**src/rtl/ram_programmer.sv**
```systemverilog
// ram_programmer
// Program memory for the 4-bit-address bus computer: a DEPTH x DATA_W RAM
// behind a memory address register (MAR) on the shared bus, plus the
// front-panel programming path.  At the end of a programming session it
// pulses the program counter's load interface with the entry address.
//
// Ports
//   CLK, RESET        clock (rising edge), synchronous active-high reset
//   en                run-mode bus operation enable
//   bus_in            shared bus value
//   bus_out           registered RAM read data / programming readback
//   mar_we            latch bus_in[ADDR_W-1:0] into MAR
//   ram_we            write bus_in to RAM[MAR]
//   ram_oe            read RAM[MAR] to bus_out
//   mar               current MAR
//   prog_mode         level, 1 = programming session
//   prog_addr         programming address / entry address
//   prog_data         programming data
//   prog_strobe       write request, rising-edge sensitive
//   prog_busy         word write in progress
//   prog_err          sticky overrun flag (cleared on session entry)
//   word_count        words written this session, saturates at DEPTH
//   pc_load, pc_addr  one-cycle PC load pulse and its value
//   dbg_state         current FSM state encoding
//
// Handshake: a programming word is requested by a 0->1 transition of
// prog_strobe while idle in program mode; the word occupies the block for
// two cycles (prog_busy=1) and any further strobe rise inside that window
// is an overrun: the word is dropped and prog_err is set.
module ram_programmer #(
    parameter int DATA_W = 8,
    parameter int ADDR_W = 4,
    parameter int DEPTH  = 16
) (
    input  logic              CLK,
    input  logic              RESET,
    input  logic              en,
    input  logic [DATA_W-1:0] bus_in,
    output logic [DATA_W-1:0] bus_out,
    input  logic              mar_we,
    input  logic              ram_we,
    input  logic              ram_oe,
    output logic [ADDR_W-1:0] mar,
    input  logic              prog_mode,
    input  logic [ADDR_W-1:0] prog_addr,
    input  logic [DATA_W-1:0] prog_data,
    input  logic              prog_strobe,
    output logic              prog_busy,
    output logic              prog_err,
    output logic [ADDR_W:0]   word_count,
    output logic              pc_load,
    output logic [ADDR_W-1:0] pc_addr,
    output logic [2:0]        dbg_state
);

    typedef enum logic [2:0] {
        RUN     = 3'd0,
        P_IDLE  = 3'd1,
        P_WRITE = 3'd2,
        P_READ  = 3'd3,
        P_LOAD  = 3'd4
    } state_t;

    state_t state, state_nx;

    logic [DATA_W-1:0] mem [DEPTH];
    logic              strobe_q;
    logic              strobe_rise;
    logic [ADDR_W-1:0] cap_addr;
    logic [DATA_W-1:0] cap_data;
    logic [ADDR_W-1:0] pc_addr_q;
    logic              run_active;
    logic              mem_we;
    logic [ADDR_W-1:0] mem_wa;
    logic [DATA_W-1:0] mem_wd;

    assign strobe_rise = prog_strobe & ~strobe_q;
    // prog_mode wins over en: the cycle that starts a session does no bus op.
    assign run_active  = (state == RUN) && !prog_mode && en;

    // ---------------- FSM ----------------
    always_ff @(posedge CLK) begin
        if (RESET) state <= RUN;
        else       state <= state_nx;
    end

    always_comb begin
        state_nx = state;
        case (state)
            RUN:     if (prog_mode) state_nx = P_IDLE;
            P_IDLE:  begin
                if (strobe_rise)     state_nx = P_WRITE;
                else if (!prog_mode) state_nx = P_LOAD;
            end
            P_WRITE: state_nx = P_READ;
            P_READ:  state_nx = P_IDLE;
            P_LOAD:  state_nx = RUN;
            default: state_nx = RUN;
        endcase
    end

    assign dbg_state = state;
    assign prog_busy = (state == P_WRITE) || (state == P_READ);
    assign pc_load   = (state == P_LOAD);
    // During the load pulse the PC sees prog_addr directly; afterwards the
    // sampled value is held so pc_addr stays stable.
    assign pc_addr   = pc_load ? prog_addr : pc_addr_q;

    // ---------------- RAM write port ----------------
    assign mem_we = (run_active && ram_we) || (state == P_WRITE);
    assign mem_wa = (state == P_WRITE) ? cap_addr : mar;
    assign mem_wd = (state == P_WRITE) ? cap_data : bus_in;

    // RAM has no reset, but a write coinciding with RESET is suppressed so an
    // interrupted programming word never lands.
    always_ff @(posedge CLK) begin
        if (mem_we && !RESET) mem[mem_wa] <= mem_wd;
    end

    // ---------------- Datapath ----------------
    always_ff @(posedge CLK) begin
        if (RESET) begin
            strobe_q   <= 1'b0;
            mar        <= '0;
            bus_out    <= '0;
            prog_err   <= 1'b0;
            word_count <= '0;
            pc_addr_q  <= '0;
            cap_addr   <= '0;
            cap_data   <= '0;
        end else begin
            strobe_q <= prog_strobe;
            case (state)
                RUN: begin
                    if (prog_mode) begin
                        prog_err   <= 1'b0;
                        word_count <= '0;
                    end else if (en) begin
                        // Reads and writes use the MAR value before this edge.
                        if (mar_we) mar <= bus_in[ADDR_W-1:0];
                        if (ram_oe) bus_out <= mem[mar];
                    end
                end
                P_IDLE: begin
                    if (strobe_rise) begin
                        cap_addr <= prog_addr;
                        cap_data <= prog_data;
                    end
                end
                P_WRITE: begin
                    if (strobe_rise) prog_err <= 1'b1;
                end
                P_READ: begin
                    if (strobe_rise) prog_err <= 1'b1;
                    bus_out <= mem[cap_addr];
                    if (word_count != (ADDR_W + 1)'(DEPTH))
                        word_count <= word_count + 1'b1;
                end
                P_LOAD: begin
                    mar       <= prog_addr;
                    pc_addr_q <= prog_addr;
                end
                default: ;
            endcase
        end
    end

endmodule

```
**config.mk**
```make
export PLATFORM = sky130hd
export DESIGN_NAME = ram_programmer
export DESIGN_NICKNAME = d
export VERILOG_FILES = /design/src/rtl/ram_programmer.sv
export SDC_FILE = /design/constraint.sdc
export NUM_CORES = 1
export LEC_CHECK = 0
export ABC_AREA = 1
export BUFFER_PORTS_ARGS = -buffer_cell sky130_fd_sc_hd__buf_2
export CAP_MARGIN = 40
export CORE_MARGIN = 2
export CORE_UTILIZATION = 43
export DETAILED_ROUTE_END_ITERATION = 12
export SETUP_SLACK_MARGIN = 0.3
export SYNTH_ARGS = -nofsm -noshare
export SYNTH_HDL_FRONTEND = slang
export SYNTH_SLANG_ARGS = --single-unit
```
**constraint.sdc**
```tcl
create_clock -name CLK -period 2.3 [get_ports CLK]
set_clock_uncertainty 0.15 [all_clocks]
set_input_delay 0.23 -clock CLK [delete_from_list [all_inputs] [get_ports CLK]]
set_output_delay 0.23 -clock CLK [all_outputs]
set_load 0.005 [all_outputs]
```
==> impl_results.md <==
* Status: finished clean
* Gpl congestion at 0.892
* Final ANT Viol Nets at 0
* Iteration-0 DRC Markers at 904
* Largest net degree at the start of global routing at 50
* Peak supply drop at 0.532 mV
* Final Core Density at 51.5%
* Largest family of logic cells by synthesized area: simple AND/OR/NAND/NOR gates
* CP Max Fanout at 8
* Min-delay worst type: primary input to flip-flop
* CP max stage cell: dfxtp_4
* Clock transition at path regs at 80 ps
* Final min period at 2000 ps
* Core footprint at 0.0202 mm²
* Synthesized area at 0.00881 mm²
* Setup TNS at 0 ps
* Critical Path AT at 2000 ps
* Placed cell count at 1372
* Endpoint type of the worst setup path: flip-flop
* Area grow syn2layout at 18.0%
* Post-Synth XOR/XNOR Area at 0.199%
* Tightest Pin Transition at 659 ps
* Non-filler cells, final at 1430
* CP most frequent cell: inv_2
* MaxCap Viol Count at 0
* Multiplexer area fraction after synthesis at 1.02%
* Dominant cells by area after synthesis: edfxtp_1 44%, nand3_1 13%, nand2_1 12%
* Routed wire per std cell at 19.0 µm
* Via density at 5.43
* Die Wd at 147 µm
* Final Instance Area at 0.0104 mm²
* YS warnings at 0
* Slew Limit Fails at 0
* Type of origin of the critical path: flip-flop
* CTS tree: built
* Drt total wl at 27200 µm
* Final setup viols at 0
* Syn Inst Count at 1065
* Clk sinks at 174
* Max Fclk at 500 MHz
* IO Port Bufs at 54
* Via count at 7759
* Post-Synth Adder-Cell Area at 0.284%
* Crit path kind: flip-flop to flip-flop
* Clk buf depth at 2
* Post-synth net total at 1095
* Synth top area share at 43.6%
* Cell variety after synth at 33
* IO Pins at 55
* P per Cell Area at 747 mW/mm²
* Global route overflow at 0
* Req. time, crit path at 2300 ps
* Complex-gate fraction of the synthesized area at 4.25%
* Avg Inst Size Synth at 8.27 µm²
* Hold Fails Final Rpt at 0
* Fin nets at 1177
* Die Span Y at 147 µm
* Register area share after synthesis at 54.1%
* Post-synthesis register bit count at 174
* Leak at 4.59 nW
* Layout cells sized above 1 at 15.9%
* Cell taking the most area after synthesis: edfxtp_1
* First-pass iteration count of the detailed router at 6
* Vias in the first global route at 7303
* Critical path's largest stage delay at 370 ps
* ANT cells at 0
* CTS Buf Count at 17
* Simple-gate area share of the yosys netlist at 29.8%
* Placed wire-length estimate at 17900 µm
* First-pass GRT wire length at 42200 µm
* Initial Util at 43.7%
* Row count at 52
* Final period util at 87.0%
* Root buffer cell: clkbuf_16
* Total Routing Usage GR at 25.6%
* Total power at 7.76 mW
* H-tree levels at 4
* DRC Markers at 0
* Initial antenna violation count at 0
* Crit path cell chain: inv_2, nor2_4, nand2_4, o21ai_4, inv_2, nor2_2, nand2_2, nor2_1, buf_6
* Slew HR at 56.0%
* Skew-Pair Late Insertion Delay at 440 ps
* Placed cell area at 0.00942 mm²
* Die footprint at 0.0217 mm²
* Unrepaired setup endpoints after global routing: true
## cells in the mapped netlist
library cell and n:
mux2_2 8, buf_2 26, edfxtp_1 128, inv_2 6, clkbuf_1 15, buf_4 5
nand3_2 3, o21ai_1 7, a21oi_4 1, nor2_1 63, o21ai_2 2, inv_1 149
nand4_1 2, nand2_2 2, nand2_4 1, nand2_1 289, nand3_1 233, o21a_1 1
and3b_1 1, nor3b_2 1, or2_4 1, a21oi_1 20, nor3_1 3, a211oi_1 1
buf_6 9, buf_1 3, o21ai_0 21, xor2_1 2, ha_1 2, o211ai_1 8
a31oi_1 4, nor2_4 2, dfxtp_1 46
## layout by cell type (no fill, tap or decap), types with 3 or more instances in the layout
master and count:
nor2_2 9, clkinv_4 4, nand3_1 232, dfxtp_1 41, edfxtp_1 128, inv_8 4, nand2_1 284, o21ai_1 6
nand2_2 7, mux2_4 4, buf_6 10, dfxtp_2 4, clkbuf_16 18, inv_2 7, o211ai_1 8, buf_4 32
a31oi_1 4, nor2_4 3, buf_2 54, inv_6 5, nor2_1 53, dlygate4sd3_1 20, inv_1 146, o21ai_0 21
nor3_1 3, mux2_2 4, a21oi_1 20
## kinds of logic after synthesis
| group | after synthesis |
|---|---|
| AND/OR/NAND/NOR | 601 |
| buffers and inverters | 213 |
| adder cells (fa/ha/maj) | 2 |
| AO/OA/AOI/OAI | 65 |
| XOR/XNOR | 2 |
| flip-flops | 174 |
| multiplexers | 8 |
## flip-flops by register name, indices dropped and copies added, names as in the netlist, named ones only
signal	count
mem	128
bus_out	8
cap_data	8
word_count	5
cap_addr	4
mar	4
pc_addr_q	4
dbg_state	3
prog_err	1
strobe_q	1
## routing by layer
| metal | track usage [%] | share of wire (%) | routed length [µm] | vias to the layer above |
|---|---|---|---|---|
| met1 | 36.9 | 44 | 11800 | 3696 |
| met5 | 0 | 0 | 0 | - |
| met4 | 7.93 | 2.2 | 611 | 0 |
| met2 | 39.1 | 45 | 12300 | 376 |
| met3 | 5.12 | 8.8 | 2390 | 45 |
| li1 | - | - | - | 3642 |
## power by group
part | switching, mW | total (mW) | internal [mW]
combinational | 0.982 | 1.43 | 0.445
clock | 1.36 | 2.80 | 1.44
sequential | 0.0626 | 3.54 | 3.48
## through the flow
stage               worst slack, ps  hold slack, ps
floorplan                       269             158
global placement                209             296
detailed placement              169             305
CTS                             253             138
global route                    220             163
finish                          299             149
## cell type report
type | instances | area, µm²
timing repair buffer | 119 | 888
clock buffer | 18 | 429
inverter | 155 | 588
clock inverter | 14 | 140
sequential | 174 | 4770
timing repair inverter | 1 | 7.51
tap | 270 | 338
fill | 1884 | 9780
multi-input combinational | 679 | 3230
## critical path: cells and delay by family, from the launching register on
family          cells  cell delay [ps]
buf+inv             3              300
compound gates      1              230
flops               1              370
simple gates        5              660
## final timing paths
kind                  endpoint  cells after the start  slack (ps)    startpoint
hold reg to reg   pc_addr_q[2]                      2         320  pc_addr_q[2]
setup reg to reg     mem[6][5]                      9         300  dbg_state[1]
setup / recovery     mem[6][5]                      9         300  dbg_state[1]
hold / removal       flip-flop                      4         150        mar_we
## timing repair
| item | 4_1_cts | 5_1_grt |
|---|---|---|
| resized for setup | 5 | 40 |
| hold buffers | 20 | 0 |
| gates cloned | 0 | 3 |
| pin swaps | 2 | 9 |
| setup buffers | 0 | 3 |
| endpoints found under the hold margin | 32 | 0 |
| setup endpoints to repair | 88 | 193 |
No activity file was read; power rests on OpenSTA's default activity.
